[src/rtl/ifetch_pkg.sv]
// Shared types and constants for the instruction-fetch controller.
// The halt word is only consulted when IFETCH_HALT_DETECT_EN is defined.
package ifetch_pkg;

  localparam int ADDR_W_DEF = 10;
  localparam int DATA_W_DEF = 32;

  localparam logic [31:0] HALT_WORD = 32'hFFFF_FFFF;

  typedef enum logic [1:0] {
    IDLE = 2'd0,
    RUN  = 2'd1,
    HALT = 2'd2
  } state_e;

endpackage

[src/rtl/ifetch_buffer.sv]
// Two-entry in-order fetch buffer of {pc, instr}; slot 0 is always the head.
// Flush drops both entries; push and pop may coincide even when full.
module ifetch_buffer #(
  parameter int ADDR_W = 10,
  parameter int DATA_W = 32
) (
  input  logic              clk,
  input  logic              rst_n,
  input  logic              push,
  input  logic [ADDR_W-1:0] push_pc,
  input  logic [DATA_W-1:0] push_instr,
  input  logic              pop,
  input  logic              flush,
  output logic              full,
  output logic              empty,
  output logic [ADDR_W-1:0] head_pc,
  output logic [DATA_W-1:0] head_instr
);

  logic [1:0]        vld_q, vld_d;
  logic [ADDR_W-1:0] pc_q    [2];
  logic [ADDR_W-1:0] pc_d    [2];
  logic [DATA_W-1:0] instr_q [2];
  logic [DATA_W-1:0] instr_d [2];

  always_comb begin
    // NOTE: every signal gets its hold value first so no path leaves it unassigned (no latch).
    vld_d   = vld_q;
    pc_d    = pc_q;
    instr_d = instr_q;

    if (flush) begin
      vld_d = 2'b00;
    end else begin
      if (pop) begin
        vld_d[0]   = vld_q[1];
        pc_d[0]    = pc_q[1];
        instr_d[0] = instr_q[1];
        vld_d[1]   = 1'b0;
      end
      // Write into the first free slot as seen after the pop, keeping order.
      if (push) begin
        if (!vld_d[0]) begin
          vld_d[0]   = 1'b1;
          pc_d[0]    = push_pc;
          instr_d[0] = push_instr;
        end else begin
          vld_d[1]   = 1'b1;
          pc_d[1]    = push_pc;
          instr_d[1] = push_instr;
        end
      end
    end
  end

  // NOTE: the two data slots are reset too, because the head must read as zero out of reset.
  always_ff @(posedge clk or negedge rst_n) begin
    if (!rst_n) begin
      vld_q      <= 2'b00;
      pc_q[0]    <= '0;
      pc_q[1]    <= '0;
      instr_q[0] <= '0;
      instr_q[1] <= '0;
    end else begin
      // NOTE: non-blocking assignments so every flop samples pre-edge values.
      vld_q   <= vld_d;
      pc_q    <= pc_d;
      instr_q <= instr_d;
    end
  end

  assign full       = vld_q[1];
  assign empty      = !vld_q[0];
  assign head_pc    = pc_q[0];
  assign head_instr = instr_q[0];

endmodule

[src/rtl/ifetch_ctrl.sv]
// Instruction-fetch controller: PC, IDLE/RUN/HALT sequencing and redirects.
// Optional halt-word detection is enabled by defining IFETCH_HALT_DETECT_EN.
module ifetch_ctrl
  import ifetch_pkg::*;
#(
  parameter int ADDR_W   = ADDR_W_DEF,
  parameter int DATA_W   = DATA_W_DEF,
  parameter int RESET_PC = 0
) (
  input  logic              clk,
  input  logic              rst_n,
  input  logic              start,
  output logic [ADDR_W-1:0] imem_addr,
  input  logic [DATA_W-1:0] imem_instr,
  output logic              if_valid,
  output logic [DATA_W-1:0] if_instr,
  output logic [ADDR_W-1:0] if_pc,
  input  logic              id_ready,
  input  logic              redirect_valid,
  input  logic [ADDR_W-1:0] redirect_pc,
  output logic              halted
);

  state_e            state_q, state_d;
  logic [ADDR_W-1:0] pc_q, pc_d;
  logic              push, pop, flush;
  logic              buf_full, buf_empty;

`ifdef IFETCH_HALT_DETECT_EN
  logic halted_q, halted_d;
`endif

  assign pop = if_valid & id_ready;

  always_comb begin
    state_d = state_q;
    pc_d    = pc_q;
    push    = 1'b0;
    flush   = 1'b0;
`ifdef IFETCH_HALT_DETECT_EN
    halted_d = halted_q;
`endif

    if (redirect_valid) begin
      // A concurrent pop is swallowed by the flush; IDLE deliberately stays IDLE.
      flush = 1'b1;
      pc_d  = redirect_pc;
      if (state_q == HALT) state_d = RUN;
`ifdef IFETCH_HALT_DETECT_EN
      halted_d = 1'b0;
`endif
    end else begin
      unique case (state_q)
        IDLE: if (start) state_d = RUN;
        RUN: begin
          if (!buf_full || pop) begin
            push = 1'b1;
            pc_d = pc_q + ADDR_W'(1);
`ifdef IFETCH_HALT_DETECT_EN
            if (imem_instr == DATA_W'(HALT_WORD)) begin
              state_d  = HALT;
              halted_d = 1'b1;
            end
`endif
          end
        end
        HALT: ;
        default: state_d = IDLE;
      endcase
    end
  end

  always_ff @(posedge clk or negedge rst_n) begin
    if (!rst_n) begin
      state_q <= IDLE;
      pc_q    <= ADDR_W'(RESET_PC);
    end else begin
      state_q <= state_d;
      pc_q    <= pc_d;
    end
  end

`ifdef IFETCH_HALT_DETECT_EN
  always_ff @(posedge clk or negedge rst_n) begin
    if (!rst_n) halted_q <= 1'b0;
    else        halted_q <= halted_d;
  end
  assign halted = halted_q;
`else
  assign halted = 1'b0;
`endif

  assign imem_addr = pc_q;
  assign if_valid  = !buf_empty;

  ifetch_buffer #(
    .ADDR_W(ADDR_W),
    .DATA_W(DATA_W)
  ) u_buf (
    .clk       (clk),
    .rst_n     (rst_n),
    .push      (push),
    .push_pc   (pc_q),
    .push_instr(imem_instr),
    .pop       (pop),
    .flush     (flush),
    .full      (buf_full),
    .empty     (buf_empty),
    .head_pc   (if_pc),
    .head_instr(if_instr)
  );

endmodule

[config.mk]
export PLATFORM = sky130hd
export DESIGN_NAME = ifetch_ctrl
export DESIGN_NICKNAME = d
export VERILOG_FILES = /design/src/rtl/ifetch_pkg.sv /design/src/rtl/ifetch_buffer.sv /design/src/rtl/ifetch_ctrl.sv
export SDC_FILE = /design/constraint.sdc
export NUM_CORES = 1
export LEC_CHECK = 0
export BUFFER_PORTS_ARGS = -buffer_cell sky130_fd_sc_hd__buf_2
export CORE_UTILIZATION = 35
export DETAILED_ROUTE_END_ITERATION = 16
export SYNTH_ARGS = -nofsm -noshare
export SYNTH_HDL_FRONTEND = slang
export SYNTH_SLANG_ARGS = --single-unit
[constraint.sdc]
create_clock -name clk -period 1.9 [get_ports clk]
set_input_delay 0.095 -clock clk [delete_from_list [all_inputs] [get_ports clk]]
set_output_delay 0.095 -clock clk [all_outputs]
set_load 0.005 [all_outputs]
# After elaboration in Yosys (flattened, before gate mapping)
# Cells that the tools add are included.
dict set report classes {
  reduce_logical 9
  eq_ne 5
  order_cmp 0
  add_sub_neg 1
  shifts 0
  n_mul 0
  muxes 24
  div 0
  n_bitwise 2
}
# op count
set ops {}
lappend ops {{32-bit 2-to-1 mux} 3}
lappend ops {{64-bit 2-to-1 mux} 1}
lappend ops {{10-bit 2-to-1 mux} 6}
lappend ops {{20-bit 2-to-1 mux} 1}
lappend ops {{2-bit 2-to-1 mux} 7}
lappend ops {{10-bit by 1-bit adder with 10-bit output, second input constant} 1}
lappend ops {{3-bit AND reduction} 2}
lappend ops {{1-bit 2-to-1 mux} 5}
lappend ops {{2-bit by 1-bit inequality test with 1-bit output, second input constant} 2}
lappend ops {{2-bit case mux with 2 select lines} 1}
lappend ops {{2-bit nonzero test} 2}
lappend ops {{3-bit inequality test, second input constant} 1}
lappend ops {{2-bit by 1-bit == test with 1-bit output, second input constant} 1}
lappend ops {{2-bit == test, second input constant} 1}
lappend ops {{2-bit zero test} 1}
lappend ops {{2-bit AND reduction} 1}
lappend ops {{2-bit OR reduction} 1}
lappend ops {{1-bit bitwise AND} 1}
lappend ops {{1-bit zero test} 1}
lappend ops {{1-bit logical OR} 1}
lappend ops {{1-bit NOT} 1}
dict set report totals {
  latch_bits 0
  memories 0
  output_inout_bits 54
  reg_bits 98
  mem_bits_ro 0
  word_cells 48
  ramBits 0
}

# Depth between registers and ports, before layout
# Gate-level depths: netlist of the first run.
dict set report depth {
  word_depth 7
  ltp_mapped 6
  depth_no_buf 5
}

# By module
# From an unflattened synthesis of the first run, not the netlist that was laid out.
dict set report hier_totals {
  cells_unflattened 365
  area_unflattened_um2 4704.5
}
# mod area_per_inst_um2 instances cells_per_inst
set modules_own_cells {}
lappend modules_own_cells {ifetch_buffer 3978.8 1 288}
lappend modules_own_cells {ifetch_ctrl 725.7 1 77}

# Worst setup path before layout of the first run
# OpenSTA, ideal clock, no wires.
dict set report synth_timing {
  path_kind {flip-flop to flip-flop}
  from {reg u_buf.vld_q[1]}
  to {reg u_buf.instr_q[0] (netlist bit)}
  path_slack_ns 0.387
  t_arrival_ns 1.388
  required_time_ns 1.775
  n_path_buf 2
  path_stages_with_launch 6
  period_less_slack_ns 1.513
  setup_ns 0.125
  cell_sequence {dfrtp_1 -> xnor2_1 -> and4_1 -> buf_2 -> buf_6 -> mux2_4}
}
dict set report synth_via {
  elab_chain_len 6
  word_cells_on_any_way 8
}
# element line
set synth_rtl {}
lappend synth_rtl {{from (decl)} ifetch_buffer.sv:20} ;# logic [1:0] vld_q, vld_d;
lappend synth_rtl {{from (signal assigned)} ifetch_buffer.sv:66} ;# vld_q <= vld_d;
lappend synth_rtl {{1-bit zero test} ifetch_ctrl.sv:56} ;# if (!buf_full || pop) begin
lappend synth_rtl {{1-bit logical OR} ifetch_ctrl.sv:56}
lappend synth_rtl {{1-bit 2-to-1 mux} ifetch_ctrl.sv:56}
lappend synth_rtl {{1-bit 2-to-1 mux} ifetch_ctrl.sv:53} ;# unique case (state_q)
lappend synth_rtl {{1-bit 2-to-1 mux} ifetch_ctrl.sv:44} ;# if (redirect_valid) begin
lappend synth_rtl {{3-bit AND reduction (no source line) *} --}
lappend synth_rtl {{to (signal assigned)} ifetch_buffer.sv:68} ;# instr_q <= instr_d;
lappend synth_rtl {{to (decl)} ifetch_buffer.sv:23} ;# logic [DATA_W-1:0] instr_q [2];
# Every way passes the cells marked *; elsewhere a longest branch is shown, timed or not. The select of a mux whose other input is x is not followed.
# A chain may end at the register's enable or synchronous reset.

# Final worst setup path of the first run
dict set report layout_timing {
  from {reg u_buf.vld_q[0]}
  to {reg u_buf.instr_q (netlist bit u_buf.head_instr[3])}
}
dict set report layout_via {
  elab_chain_len 6
  word_cells_on_any_way 10
}
# element line
set layout_rtl {}
lappend layout_rtl {{1-bit bitwise AND} ifetch_ctrl.sv:33} ;# assign pop = if_valid & id_ready;
lappend layout_rtl {{1-bit logical OR} ifetch_ctrl.sv:56}
lappend layout_rtl {{1-bit 2-to-1 mux} ifetch_ctrl.sv:56}
lappend layout_rtl {{1-bit 2-to-1 mux} ifetch_ctrl.sv:53}
lappend layout_rtl {{1-bit 2-to-1 mux} ifetch_ctrl.sv:44}
lappend layout_rtl {{64-bit 2-to-1 mux *} ifetch_buffer.sv:42} ;# if (push) begin
# Marks and branches as above.

==> impl_metrics.ini, run 1 <==
[floorplanning]
rows = 41
die_y_um = 116
die_w_um = 116
die-area_um2 = 13400
num_io_pins = 101
coreArea_um2 = 12600
initial_core_util = 0.359

[critical_path]
crit_path_start_kind = flop
endpoint_kind = flop
cpLargestDelayFamily = simple AND/OR/NAND/NOR gates
slowest_delay_ps = 510
path_cells = nand2_1 > or3_2 > buf_12 > o22ai_1 > nor2_1
critical_path_arrival_ps = 1930
reg2reg_depth = 5
critPathKind = reg -> reg
r2r-start = u_buf.vld_q[0]$_DFF_PN0_
r2r_setup_slack_ps = 200
critPathMaxFanout = 42
path_buf_inv = 1
reg2reg_to = u_buf.head_instr[3]$_DFFE_PN0N_
cp_slowest_cell = dfrtp_1
cp_data_required_time_ps = 2130

[detailed_routing]
vias = 3120
drtIter0Drc = 158
ant_nets = 0
avgRoutedWirePerCell_um = 14.5
routed_wl_um = 9780
routed_via_density = 4.63
first_pass_iters = 4
drc_errors = 0

[grt]
grt_use_met2 = 0.240
grt_pass1_vias = 3149
grt_util_met1 = 0.210
grt_pass1_wl_um = 15800
grt_use_total = 0.156
top_usage_layer = met2
grt_max_degree = 53
grt_use_met3 = 0.0533
antenna_found_initial = 0
grt-ovfl-total = 0

[clock_tree]
numCtsBuffers = 9
cts_resized = 0
clock_sinks = 97
cts_max_path_buffers = 2
post-cts-setup-buffers = 0
root_buffer = clkbuf_16
cts_tree = done
clk_latency_ps = 350
clkTransAtPathRegs_ps = 60
ctsHoldBuffers = 43
h-tree-depth = 3

[power_and_ir_drop]
vdd_ir_drop_max_uv = 452
powerDensity_nw_per_um2 = 1120
p_leak_nw = 2.56

[final_layout]
drive_gt1_frac = 0.343
diodes = 0
fillCellCount = 1214
nets = 547
final_cell_area_um2 = 5640
synthToLayoutAreaGrowth_pct = 24.6
ff_latch_area_um2 = 2430
multi_input_area_um2 = 1630
final_core_util = 0.447

[timing]
finalCriticalPeriod_ps = 1700
tns_ps = 0
rsz0062_at_grt = false
finalSetupViolCount = 0
slew_violations = 0
finalHoldViolations = 0
fin_skew_ps = 6.49
fmax_ghz = 0.587
slew_headroom = 0.656
period_share = 0.896
tightest_slew_ps = 515

[placement]
place.gp.congestion = 0.767
placed_area_um2 = 4930
portBuffers = 99
place_hpwl_um = 5980

[yosys]
synthCells = 400
syn_area_um2 = 4530
syn_nets = 448
ys_seq_area_frac = 0.536
yosys_warnings = 0
ys_ff_latch = 97
syn-mean-instance-area_um2 = 11.3
ys_types = 35

[min_path]
hp-class = in -> reg
hold_start = imem_instr[4]
min_to = u_buf.instr_q[4]$_DFFE_PN0P_
min_path_cells = 2

[status]
status = complete, no violations

[run]
drv_cap = 0
cells in the final DEF, fill, tap and decap left out, drive strengths merged, types with 4 or more instances in the layout:
cell type,instances
buf,110
dfrtp,97
nor2,89
dlygate4sd3,43
o22ai,42
mux2,42
nand2,14
clkbuf,11
o21ai,9
xnor2,6
nand3,6
a21oi,4
metal layers:
layer  vias to the layer above  wire length [µm]
li1                       1517                 -
met1                      1527              4680
met2                        69              4490
met3                         7               491
met4                         0               109
met5                         -                 0
cells by family (layout without fill, tap and decap cells):
kind of cell,Yosys count,count (layout),synth area share
AO/OA/AOI/OAI,59,59,0.0818
XOR/XNOR,9,9,0.0174
adder cells (fa/ha/maj),1,1,0.00276
buffers and inverters,67,169,0.107
flip-flops,97,97,0.536
multiplexers,43,43,0.140
other,1,1,0.000828
AND/OR/NAND/NOR,123,123,0.115
layout make-up:
type / instances / share of cell area
Clock inverter: 3 / 0.00754
Multi-Input combinational cell: 236 / 0.289
Sequential cell: 97 / 0.430
Inverter: 2 / 0.00133
Clock buffer: 11 / 0.0430
Timing Repair Buffer: 153 / 0.190
Tap cell: 172 / 0.0381
through the flow:
step	hold WS, ps	setup slack (ps)	cells	total power, mW
global placement	-8.54	291	617	4.45
floorplan	-201	387	400	4.23
detailed placement	-3.69	235	617	4.50
global route	8.90	96.8	674	6.69
finish	20.3	197	674	6.31
CTS	0.748	209	674	6.40
cells in the mapped netlist, drive strengths merged:
library cell,count,area (µm²)
nand3,6,30.0
xnor2,6,52.6
or3,1,6.26
ha,1,12.5
nand4,2,12.5
a21bo,1,10.0
clkbuf,8,30.0
mux2,42,623
a311o,1,10.0
nor2,89,334
nand2,14,52.6
o22ai,42,263
nor4,1,12.5
a21o,1,7.51
or3b,1,8.76
conb,1,3.75
a21boi,1,11.3
and4,1,8.76
nand2b,3,18.8
inv,2,7.51
o21ai,9,45.0
a21oi,4,23.8
dfrtp,97,2430
buf,57,445
mux2i,1,10.0
xor2,3,26.3
nor3,1,5.00
nor4b,2,17.5
and3,1,6.26
nor2b,1,6.26
where the power goes:
group | total [mW] | leakage, nW | switching, mW | internal (mW)
logic | 1.52 | 1.29 | 0.584 | 0.931
clock network | 1.78 | 0.137 | 0.743 | 1.04
registers | 3.01 | 1.13 | 0.359 | 2.65
total | 6.31 | 2.56 | 1.69 | 4.62
sequential cells by signal, indices dropped and copies added, names as in the netlist:
| name | count |
|---|---|
| imem_addr | 10 |
| state_q | 1 |
| u_buf.head_instr | 32 |
| u_buf.head_pc | 10 |
| u_buf.instr_q | 32 |
| u_buf.pc_q | 10 |
| u_buf.vld_q | 2 |
worst max-delay path by stage:
stage	startpoint	end	slack [ps]	cells past startpoint
6_report	u_buf.vld_q[0]$_DFF_PN0_	u_buf.head_instr[3]$_DFFE_PN0N_	200	5
5_1_grt	u_buf.vld_q[0]$_DFF_PN0_	u_buf.head_instr[27]$_DFFE_PN0N_	100	5
4_1_cts	u_buf.vld_q[0]$_DFF_PN0_	u_buf.head_instr[3]$_DFFE_PN0N_	210	5
3_5_place_dp	u_buf.vld_q[0]$_DFF_PN0_	u_buf.head_instr[0]$_DFFE_PN0N_	240	5
3_3_place_gp	u_buf.vld_q[0]$_DFF_PN0_	u_buf.head_pc[1]$_DFFE_PN0N_	290	5
2_1_floorplan	u_buf.vld_q[1]$_DFF_PN0_	u_buf.instr_q[0]$_DFFE_PN0P_	390	5
Note: power is estimated with default switching activity, not from simulation.
==> run 2: changes to the inputs <==
clock period = 1.6 ns   (was 1.9 ns; I/O delays follow)
==> run 2 against run 1 <==
Combinational power up 25%. Clock skew down 0.84 ps. Clock-buffer cell count up 3. Highest routed layer unchanged.
==> impl_metrics.ini, run 2 (synthesis gave the netlist of run 1 again) <==
[final_layout]
nets = 558
layout_commonest_cell = buf_2
final_cell_mix = 98 x buf_2, 97 x dfrtp_1, 89 x nor2_1, 43 x dlygate4sd3_1
diodes = 0
final_cell_area_um2 = 5820
drive_gt1_frac = 0.359
synthToLayoutAreaGrowth_pct = 28.6

[floorplanning]
initial_core_util = 0.359
die_w_um = 116
rows = 41
die-area_um2 = 13400
die_y_um = 116
num_io_pins = 101
coreArea_um2 = 12600

[detailed_routing]
vias = 3216
first_pass_iters = 4
drc_errors = 0
routed_via_density = 4.68
avgRoutedWirePerCell_um = 14.8
routed_wl_um = 10200
ant_nets = 0
drtIter0Drc = 184

[clock_tree]
cts_tree = done
clkTransAtPathRegs_ps = 60
cts_max_path_buffers = 2
clk_latency_ps = 330
numCtsBuffers = 9
clock_sinks = 97
h-tree-depth = 3
root_buffer = clkbuf_16

[grt]
grt_util_met1 = 0.194
grt_use_total = 0.150
grt_pass1_wl_um = 15400
antenna_found_initial = 0
grt_max_degree = 43
top_usage_layer = met2
grt_use_met2 = 0.251
grt_pass1_vias = 3205
grt_use_met3 = 0.0272
grt-ovfl-total = 0

[placement]
place_hpwl_um = 6240
portBuffers = 99
place.gp.congestion = 0.761
placed_area_um2 = 5000

[critical_path]
reg2reg_to = u_buf.instr_q[25]$_DFFE_PN0P_
slowest_delay_ps = 430
r2r_setup_slack_ps = 30
reg2reg_depth = 4
crit_cells = 4
cpLargestDelayFamily = flip-flops
path_cells = xnor2_1 > and4_4 > buf_12 > mux2_2
critical_path_arrival_ps = 1780
critPathKind = reg -> reg
path_buf_inv = 1
cp_slowest_cell = dfrtp_1
endpoint_kind = flop
r2r-start = u_buf.vld_q[1]$_DFF_PN0_
cp_data_required_time_ps = 1820
crit_path_start_kind = flop
critPathMaxFanout = 18

[min_path]
min_path_cells = 2
hp-class = in -> reg
min_to = u_buf.instr_q[19]$_DFFE_PN0P_
hold_start = imem_instr[19]

[power_and_ir_drop]
vdd_ir_drop_max_uv = 443
p_leak_nw = 2.65
power.net_switching_mw = 2.02
p_int_mw = 5.46
combPwrFrac = 0.254
p_seq_frac = 0.478
p_clk_frac = 0.268
p_sw_frac = 0.270
powerDensity_nw_per_um2 = 1290

[run]
drv_cap = 0

[timing]
fmax_ghz = 0.638
finalHoldViolations = 0
finalCriticalPeriod_ps = 1570
fin_skew_ps = 5.65
tns_ps = 0
finalSetupViolCount = 0
slew_violations = 0
period_share = 0.980
rsz0062_at_grt = true

[status]
status = complete, no violations
==> run 2: worst register-to-register path, cell delays in order, from the launching register on <==
cell     delay [ps]
dfrtp_1         430
xnor2_1         170
and4_4          310
buf_12          200
mux2_2          350
==> run 2: timing repair <==
item / CTS / global route
hold buffers: 43 / 0
endpoints found under the setup margin: 0 / 66
endpoints found under the hold margin: 68 / 0
setup buffers: 0 / 1
resized for setup: 0 / 4
==> run 2: layout make-up <==
type                            count  area (µm²)
Inverter                            2        7.51
Timing Repair Buffer              164        1250
Fill cell                        1200        6800
Multi-Input combinational cell    236        1650
Clock inverter                      2        12.5
Clock buffer                       14         264
Tap cell                          172         215
Sequential cell                    97        2430
==> run 2: metal layers <==
| metal | wire length (µm) | up-vias |
|---|---|---|
| li1 | - | 1542 |
| met1 | 4760 | 1578 |
| met2 | 4910 | 87 |
| met3 | 405 | 9 |
| met4 | 102 | 0 |
| met5 | 0 | - |
==> run 2: worst max path at each step <==
stage                                                  end                startpoint  slack [ps]
after floorplan               u_buf.instr_q[0]$_DFFE_PN0P_  u_buf.vld_q[1]$_DFF_PN0_          90
after global placement        u_buf.instr_q[6]$_DFFE_PN0P_  u_buf.vld_q[1]$_DFF_PN0_          70
after detailed placement         u_buf.pc_q[1]$_DFFE_PN0P_  u_buf.vld_q[1]$_DFF_PN0_          20
after CTS                     u_buf.instr_q[4]$_DFFE_PN0P_  u_buf.vld_q[1]$_DFF_PN0_           5
after global routing      u_buf.head_instr[30]$_DFFE_PN0N_  u_buf.vld_q[1]$_DFF_PN0_         -20
final                        u_buf.instr_q[25]$_DFFE_PN0P_  u_buf.vld_q[1]$_DFF_PN0_          30
==> run 2: power groups by stage <==
| stage | combinational (mW) | clock (mW) | sequential (mW) |
|---|---|---|---|
| after floorplan | 1.51 | 0 | 3.51 |
| after global placement | 1.74 | 0 | 3.58 |
| after detailed placement | 1.78 | 0 | 3.60 |
| after CTS | 1.87 | 2.07 | 3.57 |
| after global routing | 2.09 | 2.15 | 3.67 |
| final | 1.90 | 2.01 | 3.58 |
==> run 2: metrics by stage <==
stage               total power [mW]  hold WS (ps)  setup WS (ps)  std cells  utilization
floorplan                       5.02          -216           87.0        400            -
CTS                             7.51         0.543           5.37        683        0.453
global route                    7.91          5.30          -23.7        687        0.461
finish                          7.49          21.5           32.5        687        0.461
detailed placement              5.38          36.9           24.2        624        0.396
global placement                5.32          33.3           73.1        624        0.396
==> run 3: changes to the inputs <==
CORE_UTILIZATION = 25   (was 35)
PLACE_DENSITY_LB_ADDON = 0.3   (was not set)
==> run 3 against run 2 <==
Global-route usage decreased by 2.6 points. Clock power increased by 13%. Die area increased by 39%. Sequential power about the same. Highest routed layer unchanged.
==> impl_metrics.ini, run 3 (synthesis gave the netlist of run 1 again) <==
[timing]
fmax_ghz = 0.656
finalSetupViolCount = 0
rsz0062_at_grt = false
period_share = 0.953
finalCriticalPeriod_ps = 1520
slew_violations = 0
finalHoldViolations = 0
fin_skew_ps = 8.91
tns_ps = 0
finalWorstSetupSlack_ps = 75.1

[grt]
grt_use_total = 0.124
antenna_found_initial = 0
grt_pass1_vias = 3250
grt_max_degree = 43
grt-ovfl-total = 0
grt_util_met1 = 0.166
grt_pass1_wl_um = 17300
grt_use_met2 = 0.188
top_usage_layer = met2
grt_use_met3 = 0.0326

[detailed_routing]
ant_nets = 0
drtIter0Drc = 121
routed_wl_um = 11600
routed_via_density = 4.31
drc_errors = 0
vias = 3205
first_pass_iters = 4
avgRoutedWirePerCell_um = 15.6

[final_layout]
final_cell_mix = 98 x buf_2, 97 x dfrtp_1, 89 x nor2_1, 44 x dlygate4sd3_1, 40 x mux2_4
drive_gt1_frac = 0.380
synthToLayoutAreaGrowth_pct = 32.4
ff_latch_area_um2 = 2430
diodes = 0
fillCellCount = 1762
final_cell_area_um2 = 5990
multi_input_area_um2 = 1690
nets = 562
layout_commonest_cell = buf_2
final_core_util = 0.343

[floorplanning]
die_y_um = 137
die_w_um = 137
num_io_pins = 101
rows = 48
initial_core_util = 0.259
coreArea_um2 = 17500
die-area_um2 = 18700

[critical_path]
r2r-start = u_buf.vld_q[1]$_DFF_PN0_
cp_slowest_cell = dfrtp_1
path_buf_inv = 2
crit_path_start_kind = flop
critPathMaxFanout = 10
reg2reg_depth = 6
r2r_setup_slack_ps = 80
reg2reg_to = u_buf.head_instr[25]$_DFFE_PN0N_
critical_path_arrival_ps = 1800
path_cells = or3b_4 > a21oi_4 > buf_4 > buf_8 > nor2_1 > nor2_1
critPathKind = reg -> reg
cp_data_required_time_ps = 1880
path_common_cell = nor2_1
slowest_delay_ps = 420
endpoint_kind = flop
cpLargestDelayFamily = simple AND/OR/NAND/NOR gates

[clock_tree]
numCtsBuffers = 9
clkTransAtPathRegs_ps = 70
h-tree-depth = 3
clock_sinks = 97
root_buffer = clkbuf_16
cts_tree = done
cts_max_path_buffers = 2
clk_latency_ps = 350

[placement]
pre_cts_ws_ps = -2.76
placed_area_um2 = 5090
place.gp.congestion = 0.710
place_hpwl_um = 7070
portBuffers = 99

[power_and_ir_drop]
powerDensity_nw_per_um2 = 1300
p_leak_nw = 2.69
vdd_ir_drop_max_uv = 505

[min_path]
hp-class = in -> reg
min_to = u_buf.vld_q[1]$_DFF_PN0_
hold_start = redirect_valid
min_path_cells = 2

[status]
status = complete, no violations

[run]
drv_cap = 0
==> run 3: where the power goes <==
| group | switching, mW | internal [mW] |
|---|---|---|
| clock network | 1.02 | 1.24 |
| logic | 0.784 | 1.20 |
| registers | 0.407 | 3.15 |
==> run 3: timing repair <==
action                                  CTS  global route
endpoints found under the setup margin    2            80
pin swaps                                 0             3
buffers inserted                          0             2
hold buffers                             44             0
cloned                                    1             3
endpoints found under the hold margin    74             0
gates resized for setup                   2            11
==> run 3: per-layer routing <==
layer | share of wire | wire length (µm)
met1 | 0.49 | 5630
met2 | 0.46 | 5280
met3 | 0.045 | 520
met4 | 0.014 | 159
met5 | 0 | 0
==> run 3: metrics by stage <==
| step | power [mW] | hold slack, ps | instances |
|---|---|---|---|
| detailed placement | 5.42 | 55.2 | 678 |
| floorplan | 5.02 | -216 | 400 |
| global placement | 5.36 | 45.8 | 678 |
| finish | 7.80 | 58.9 | 744 |
| global route | 8.28 | 77.0 | 744 |
| CTS | 7.82 | 48.9 | 739 |
==> run 3: worst max path at each step <==
stage	from	slack, ps	cells past startpoint	end
after detailed placement	u_buf.vld_q[1]$_DFF_PN0_	-3	5	imem_addr[9]$_DFFE_PN0P_
after global routing	u_buf.vld_q[1]$_DFF_PN0_	3	6	u_buf.head_instr[25]$_DFFE_PN0N_
final	u_buf.vld_q[1]$_DFF_PN0_	80	6	u_buf.head_instr[25]$_DFFE_PN0N_
after global placement	u_buf.vld_q[1]$_DFF_PN0_	50	5	imem_addr[9]$_DFFE_PN0P_
after floorplan	u_buf.vld_q[1]$_DFF_PN0_	90	5	u_buf.instr_q[0]$_DFFE_PN0P_
after CTS	state_q[0]$_DFFE_PN0P_	10	5	u_buf.head_instr[24]$_DFFE_PN0N_
==> run 3: final cells by class <==
class | instances | share of cell area
clock buffers | 9 | 0.0376
clock inverters | 7 | 0.0142
inverters | 2 | 0.00125
multi-input cells | 236 | 0.282
flip-flops and latches | 97 | 0.405
well taps | 225 | 0.0470
repair buffers | 168 | 0.213
